## config.mk

```make
export PLATFORM = sky130hd
export DESIGN_NAME = block_copy_dma
export DESIGN_NICKNAME = d
export VERILOG_FILES = /design/src/rtl/block_copy_dma.sv
export SDC_FILE = /design/constraint.sdc
export NUM_CORES = 1
export LEC_CHECK = 0
export ABC_AREA = 1
export CELL_PAD_IN_SITES_DETAIL_PLACEMENT = 1
export CELL_PAD_IN_SITES_GLOBAL_PLACEMENT = 1
export CORE_AREA = 2 2 104 106
export DETAILED_ROUTE_END_ITERATION = 8
export DIE_AREA = 0 0 106 108
export PLACE_DENSITY = 0.87
export SLEW_MARGIN = 25
export SYNTH_ARGS = -nofsm -noshare
export SYNTH_HDL_FRONTEND = slang
export SYNTH_SLANG_ARGS = --single-unit
export TNS_END_PERCENT = 30
```

## constraint.sdc

```tcl
create_clock -name CLK -period 4 [get_ports CLK]
set_input_delay 0.8 -clock CLK [delete_from_list [all_inputs] [get_ports CLK]]
set_output_delay 0.8 -clock CLK [all_outputs]
set_load 0.03 [all_outputs]
```

## src/rtl/block_copy_dma.sv

```systemverilog
// Forward byte-by-byte memory copy engine driving a single synchronous RAM port.
// Each byte takes one READ cycle followed by one WRITE cycle.
//
// state   | meaning
// --------+--------------------------------------------------------------
// S_IDLE  | waiting for Start; memory port parked at zero
// S_READ  | source address on the bus, read data returns next cycle
// S_WRITE | destination address on the bus, writes the byte just read
// S_DONE  | one-cycle Done pulse, then back to idle
module block_copy_dma #(
    parameter int ADDR_W = 16,
    parameter int DATA_W = 8
) (
    input  logic              CLK,
    input  logic              RESET_N,
    input  logic              Start,
    input  logic              Abort,
    input  logic [ADDR_W-1:0] SrcAddr,
    input  logic [ADDR_W-1:0] DstAddr,
    input  logic [ADDR_W-1:0] Length,
    output logic              Busy,
    output logic              Done,
    output logic              MemWE,
    output logic [ADDR_W-1:0] MemAddress,
    output logic [DATA_W-1:0] MemWData,
    input  logic [DATA_W-1:0] MemRData
);

    typedef enum logic [1:0] {
        S_IDLE  = 2'd0,
        S_READ  = 2'd1,
        S_WRITE = 2'd2,
        S_DONE  = 2'd3
    } state_t;

    state_t            state_q, state_d;
    logic [ADDR_W-1:0] src_ptr_q, src_ptr_d;
    logic [ADDR_W-1:0] dst_ptr_q, dst_ptr_d;
    logic [ADDR_W-1:0] remaining_q, remaining_d;

    always_ff @(posedge CLK or negedge RESET_N) begin
        if (!RESET_N) begin
            state_q     <= S_IDLE;
            src_ptr_q   <= '0;
            dst_ptr_q   <= '0;
            remaining_q <= '0;
        end else begin
            state_q     <= state_d;
            src_ptr_q   <= src_ptr_d;
            dst_ptr_q   <= dst_ptr_d;
            remaining_q <= remaining_d;
        end
    end

    always_comb begin
        state_d     = state_q;
        src_ptr_d   = src_ptr_q;
        dst_ptr_d   = dst_ptr_q;
        remaining_d = remaining_q;
        Busy        = 1'b0;
        Done        = 1'b0;
        MemWE       = 1'b0;
        MemAddress  = '0;
        MemWData    = '0;

        unique case (state_q)
            S_IDLE: begin
                if (Start) begin
                    src_ptr_d   = SrcAddr;
                    dst_ptr_d   = DstAddr;
                    remaining_d = Length;
                    state_d     = (Length != '0) ? S_READ : S_DONE;
                end
            end

            S_READ: begin
                Busy       = 1'b1;
                MemAddress = src_ptr_q;
                state_d    = Abort ? S_IDLE : S_WRITE;
            end

            S_WRITE: begin
                Busy        = 1'b1;
                MemWE       = 1'b1;
                MemAddress  = dst_ptr_q;
                MemWData    = MemRData;
                src_ptr_d   = src_ptr_q + ADDR_W'(1);
                dst_ptr_d   = dst_ptr_q + ADDR_W'(1);
                remaining_d = remaining_q - ADDR_W'(1);
                // Abort wins over the final-byte transition so no Done follows it.
                if (Abort)
                    state_d = S_IDLE;
                else if (remaining_q == ADDR_W'(1))
                    state_d = S_DONE;
                else
                    state_d = S_READ;
            end

            S_DONE: begin
                Busy    = 1'b1;
                Done    = 1'b1;
                state_d = S_IDLE;
            end

            default: state_d = S_IDLE;
        endcase
    end

endmodule

```

Yosys cells after proc, flatten, opt, wreduce, memory -nomap -nowiden
Cells that the tools add are included.
{"block": "word_totals", "ff_bits": 50, "latch_bits": 0, "mem_bits_rw": 0, "romBits": 0, "word_cells": 34, "mem_count": 0}
{"block": "classes", "addsub": 3, "multipliers": 0, "div": 0, "order_cmp": 0, "eq_ne": 5, "shifts": 0, "mux": 17, "bitwise_logic": 0, "n_reduce_logical": 5}
{"operator": "$pmux 16 s2", "n": 4}
{"operator": "$mux 16", "n": 3}
{"operator": "$add 16x1->16 const B", "n": 2}
{"operator": "$eq 16x1->1 const B", "n": 1}
{"operator": "$reduce_bool 16->1", "n": 1}
{"operator": "$sub 16x1->16 const B", "n": 1}
{"operator": "$mux 2", "n": 5}
{"operator": "$mux 8", "n": 1}
{"operator": "$pmux 2 s4", "n": 1}
{"operator": "$eq 2x2->1 const B", "n": 2}
{"operator": "$mux 1", "n": 3}
{"operator": "$reduce_or 3->1", "n": 1}
{"operator": "$eq 2x1->1 const B", "n": 1}
{"operator": "$logic_not 2->1", "n": 1}
{"operator": "$ne 2x2->1 const B", "n": 1}
{"operator": "$reduce_and 2->1", "n": 1}
{"operator": "$reduce_bool 2->1", "n": 1}

Longest topological paths before layout
{"block": "logic_depth", "depth_word": 4, "ltp_mapped": 10}

Least setup slack after synthesis
Ideal clock, no wire load.
{"block": "synth_timing", "kind": "register to output", "start": "register state_q[0]", "end": "output port MemAddress[1]", "t_arrival_ns": 2.016, "required_time_ns": 3.200, "setup_slack_ns": 1.184, "path_stages_with_launch": 8, "cell_sequence": "dfrtp_1 > inv_1 > ha_1 > buf_4 > buf_2 > buf_2 > nand2_1 > a21oi_1"}
{"block": "synth_via", "elab_chain_cells": 2, "elab_cells_between_ends": 3, "cone_classes": "eq/ne: 2; mux: 1"}
{"element": "from (decl)", "line_no": "36", "source": "state_t state_q, state_d;"}
{"element": "from (signal assigned)", "line_no": "48", "source": "state_q <= state_d;"}
{"element": "$eq 2x2->1 / $eq 2x1->1 (equally long branches)", "line_no": "66", "source": "unique case (state_q)"}
{"element": "$pmux 16 s2 (*)", "line_no": "66"}
{"element": "to (decl)", "line_no": "24", "source": "output logic [ADDR_W-1:0] MemAddress,"}
Mark *: on every way between the ends. The rest lies on a longest branch, timed or not.

Final worst setup path
{"block": "layout_timing", "start": "register state_q[0]", "end": "output port MemWE"}
{"block": "layout_via", "elab_chain_cells": 2}
{"element": "$eq 2x2->1", "line_no": "66"}
{"element": "$mux 1", "line_no": "66"}
{"element": "to (decl)", "line_no": "23", "source": "output logic MemWE,"}
No other way between the ends.

==> reports/results.ini <==
[cells_and_area]
register_area_um2 = 1250
multi_input_area_um2 = 2210
layout-drive-gt1-share_pct = 3.07
fin_area_um2 = 4930
filler_cell_count = 1369
antenna_cells = 0
area_growth_pct = 27.5
fin_cells = 853
finalNetCount = 784
utilization_pct = 48.2

[timing]
fin_ws_ns = 0.636
period_share_pct = 84.1
slew_violations = 0
hold_slack_ns = 0.523
post-route-min-period_ns = 3.36
relSlewSlack_pct = 47.5
tns_ns = 0
grt_setup_unrepaired = false
clock.fmax_mhz = 297
skew_ns = 0.00710
hold_viol_final = 0
setup_viol = 0
tightest_slew_ns = 0.788

[detailed_routing]
drc = 0
post_drt_wl_per_cell_um = 16.1
wl_met2_um = 6660
wirelength_um = 13800
first_pass_iters = 4
ant_nets = 0
routed-wl-met3_um = 837
drt_iter0_markers = 255
via_count = 4519
top_layer = met4
drt-met1-wl_um = 6010
via_per_inst = 5.30

[placement]
dp_hpwl_um = 10500
post-place-ws_ns = 0.994
post-place-cells = 845
routabilityCongestion = 0.894
io_buffers = 86
postPlaceCellArea_um2 = 4840

[cts]
post_cts_buffers = 0
cts_buffer_depth = 2
clkTransAtPathRegs_ns = 0.10
cts_sinks = 50
cts_root_buffer = clkbuf_8
cts_max_level = 2
cts_tree = yes
cts-resized-gates = 0
cts_inserted_buffers = 5
clk_latency_ns = 0.31
cts-hold-fix-buffers = 0

[global_route]
antenna_found_initial = 0
grt_pass1_wl_um = 23100
grt-ovfl-total = 0
track_usage_pct = 25.2
grt_max_degree = 50
grt_pass1_vias = 4649

[outcome]
status = completed

[setup_path]
timing.critical_path.required_ns = 3.20
endpoint_kind = output port
crit_start = state_q[0]
crit_type = flip-flop to output port
startpoint_type = flip-flop
crit_end = MemWE
r2r_setup_slack_ns = 1.45
r2r-end = src_ptr_q[6]
critical_path_peak_fanout = 31
r2r_start = state_q[0]
rr_worst_depth = 8
arrival_ns = 2.56

[power_and_ir_drop]
ir_drop_mv = 0.718
intPower_mw = 1.69
netSwitchingFraction_pct = 54.7
clockPowerShare_pct = 8.6
powerDensity_nw_per_um2 = 758
p_switching_mw = 2.05
power_mw = 3.74
p_leak_nw = 2.30
p_comb_share_pct = 62.1
pwr-share-seq_pct = 29.2

[run]
maxCapViolations = 0

[yosys]
yosysWarningCount = 0
synth.avg_cell_area_um2 = 6.02
syn_area_um2 = 3870
synth.distinct_cells = 27
netlist_instances = 643
syn_nets = 711
ys_seq_elements = 50
yosysSeqAreaShare_pct = 32.3

[floorplan]
dieArea_um2 = 11400
rows = 37
fp.dieW_um = 106
die_h_um = 108
core-area_um2 = 10200
io_pins = 87
start_util_pct = 37.8

[worst_hold_path]
hold_class = flip-flop to flip-flop

[kinds of logic (layout without fill, tap and decap cells)]
logic type               Yosys count  after routing  share of synthesized area, %
buffers and inverters            103            177                          10.9
AO/OA/AOI/OAI                    107            107                          15.0
flip-flops                        50             50                          32.3
adder cells (fa/ha/maj)            8              8                          2.59
AND/OR/NAND/NOR                  375            375                          39.2
[registers in the layout, indices dropped and copies added, names as in the netlist]
name and flops:
src_ptr_q 16, dst_ptr_q 16, state_q 2, remaining_q 16
[power groups by stage]
stage	logic [mW]	registers, mW	clock network [mW]
after floorplan	1.62	0.967	0
after global placement	2.21	1.08	0
after detailed placement	2.32	1.09	0
after CTS	2.33	1.09	0.334
after global routing	2.61	1.14	0.351
final	2.32	1.09	0.323
[cell usage after synthesis]
master	n	area (µm²)
o2bb2ai_1	1	8.76
o211ai_1	7	52.6
o21a_1	1	7.51
buf_4	4	30.0
a21oi_1	42	210
clkbuf_1	7	26.3
nand2_1	226	848
nor2_2	2	12.5
o21bai_1	1	7.51
o21ai_1	1	5.00
a22o_1	1	8.76
nand3_1	39	195
o22ai_1	1	6.26
nor3_1	5	25.0
and2_1	1	6.26
o21ai_0	45	225
o21ai_2	1	8.76
buf_2	16	80.1
a31oi_1	3	18.8
a21boi_0	3	22.5
ha_1	8	100
inv_2	1	3.75
dfrtp_1	50	1250
nor2_1	85	319
inv_1	75	282
nand3b_1	2	15.0
nand4_1	15	93.8
[placed cells by master (no fill, tap or decap), drive strengths merged]
master         Yosys  layout
and2               1       1
a31oi              3       3
o21bai             1       1
nor2              87      87
o21ai             47      47
a22o               1       1
o211ai             7       7
nor3               5       5
clkinv             0       1
o21a               1       1
o2bb2ai            1       1
ha                 8       8
nand3b             2       2
nand4             15      15
nand3             39      39
clkdlybuf4s50      0      85
buf               20       8
a21oi             42      42
nand2            226     226
clkinvlp           0       1
dfrtp             50      50
a21boi             3       3
clkbuf             7       6
o22ai              1       1
inv               76      76
[how the worst min path moves through the flow]
stage | to | cells past startpoint | slack (ns) | from
final | remaining_q[14] | 2 | 0.52 | remaining_q[14]
after global routing | remaining_q[6] | 2 | 0.57 | remaining_q[6]
after CTS | remaining_q[14] | 2 | 0.53 | remaining_q[14]
after detailed placement | remaining_q[14] | 2 | 0.50 | remaining_q[14]
after global placement | remaining_q[14] | 2 | 0.49 | remaining_q[14]
after floorplan | remaining_q[14] | 2 | 0.47 | remaining_q[14]
[layout make-up]
| cell class | count | area share (%) |
|---|---|---|
| sequential | 50 | 25.4 |
| multi-input combinational | 490 | 44.8 |
| timing repair buffer | 93 | 18.7 |
| clock inverter | 2 | 0.254 |
| clock buffer | 6 | 1.67 |
| inverter | 76 | 5.78 |
| tap | 136 | 3.45 |
[layer usage]
layer / vias up / GRT usage [%]
met4: 0 / 7.42
met2: 127 / 43.5
met5: - / 0
li1: 2195 / -
met3: 20 / 3.19
met1: 2177 / 33.2
[critical path: stages (launching register included)]
cell             delay [ns]
dfrtp_1                0.43
inv_1                  0.10
ha_2                   0.56
buf_4                  0.43
clkdlybuf4s50_1        0.74
(Power assumes the default switching activity.)
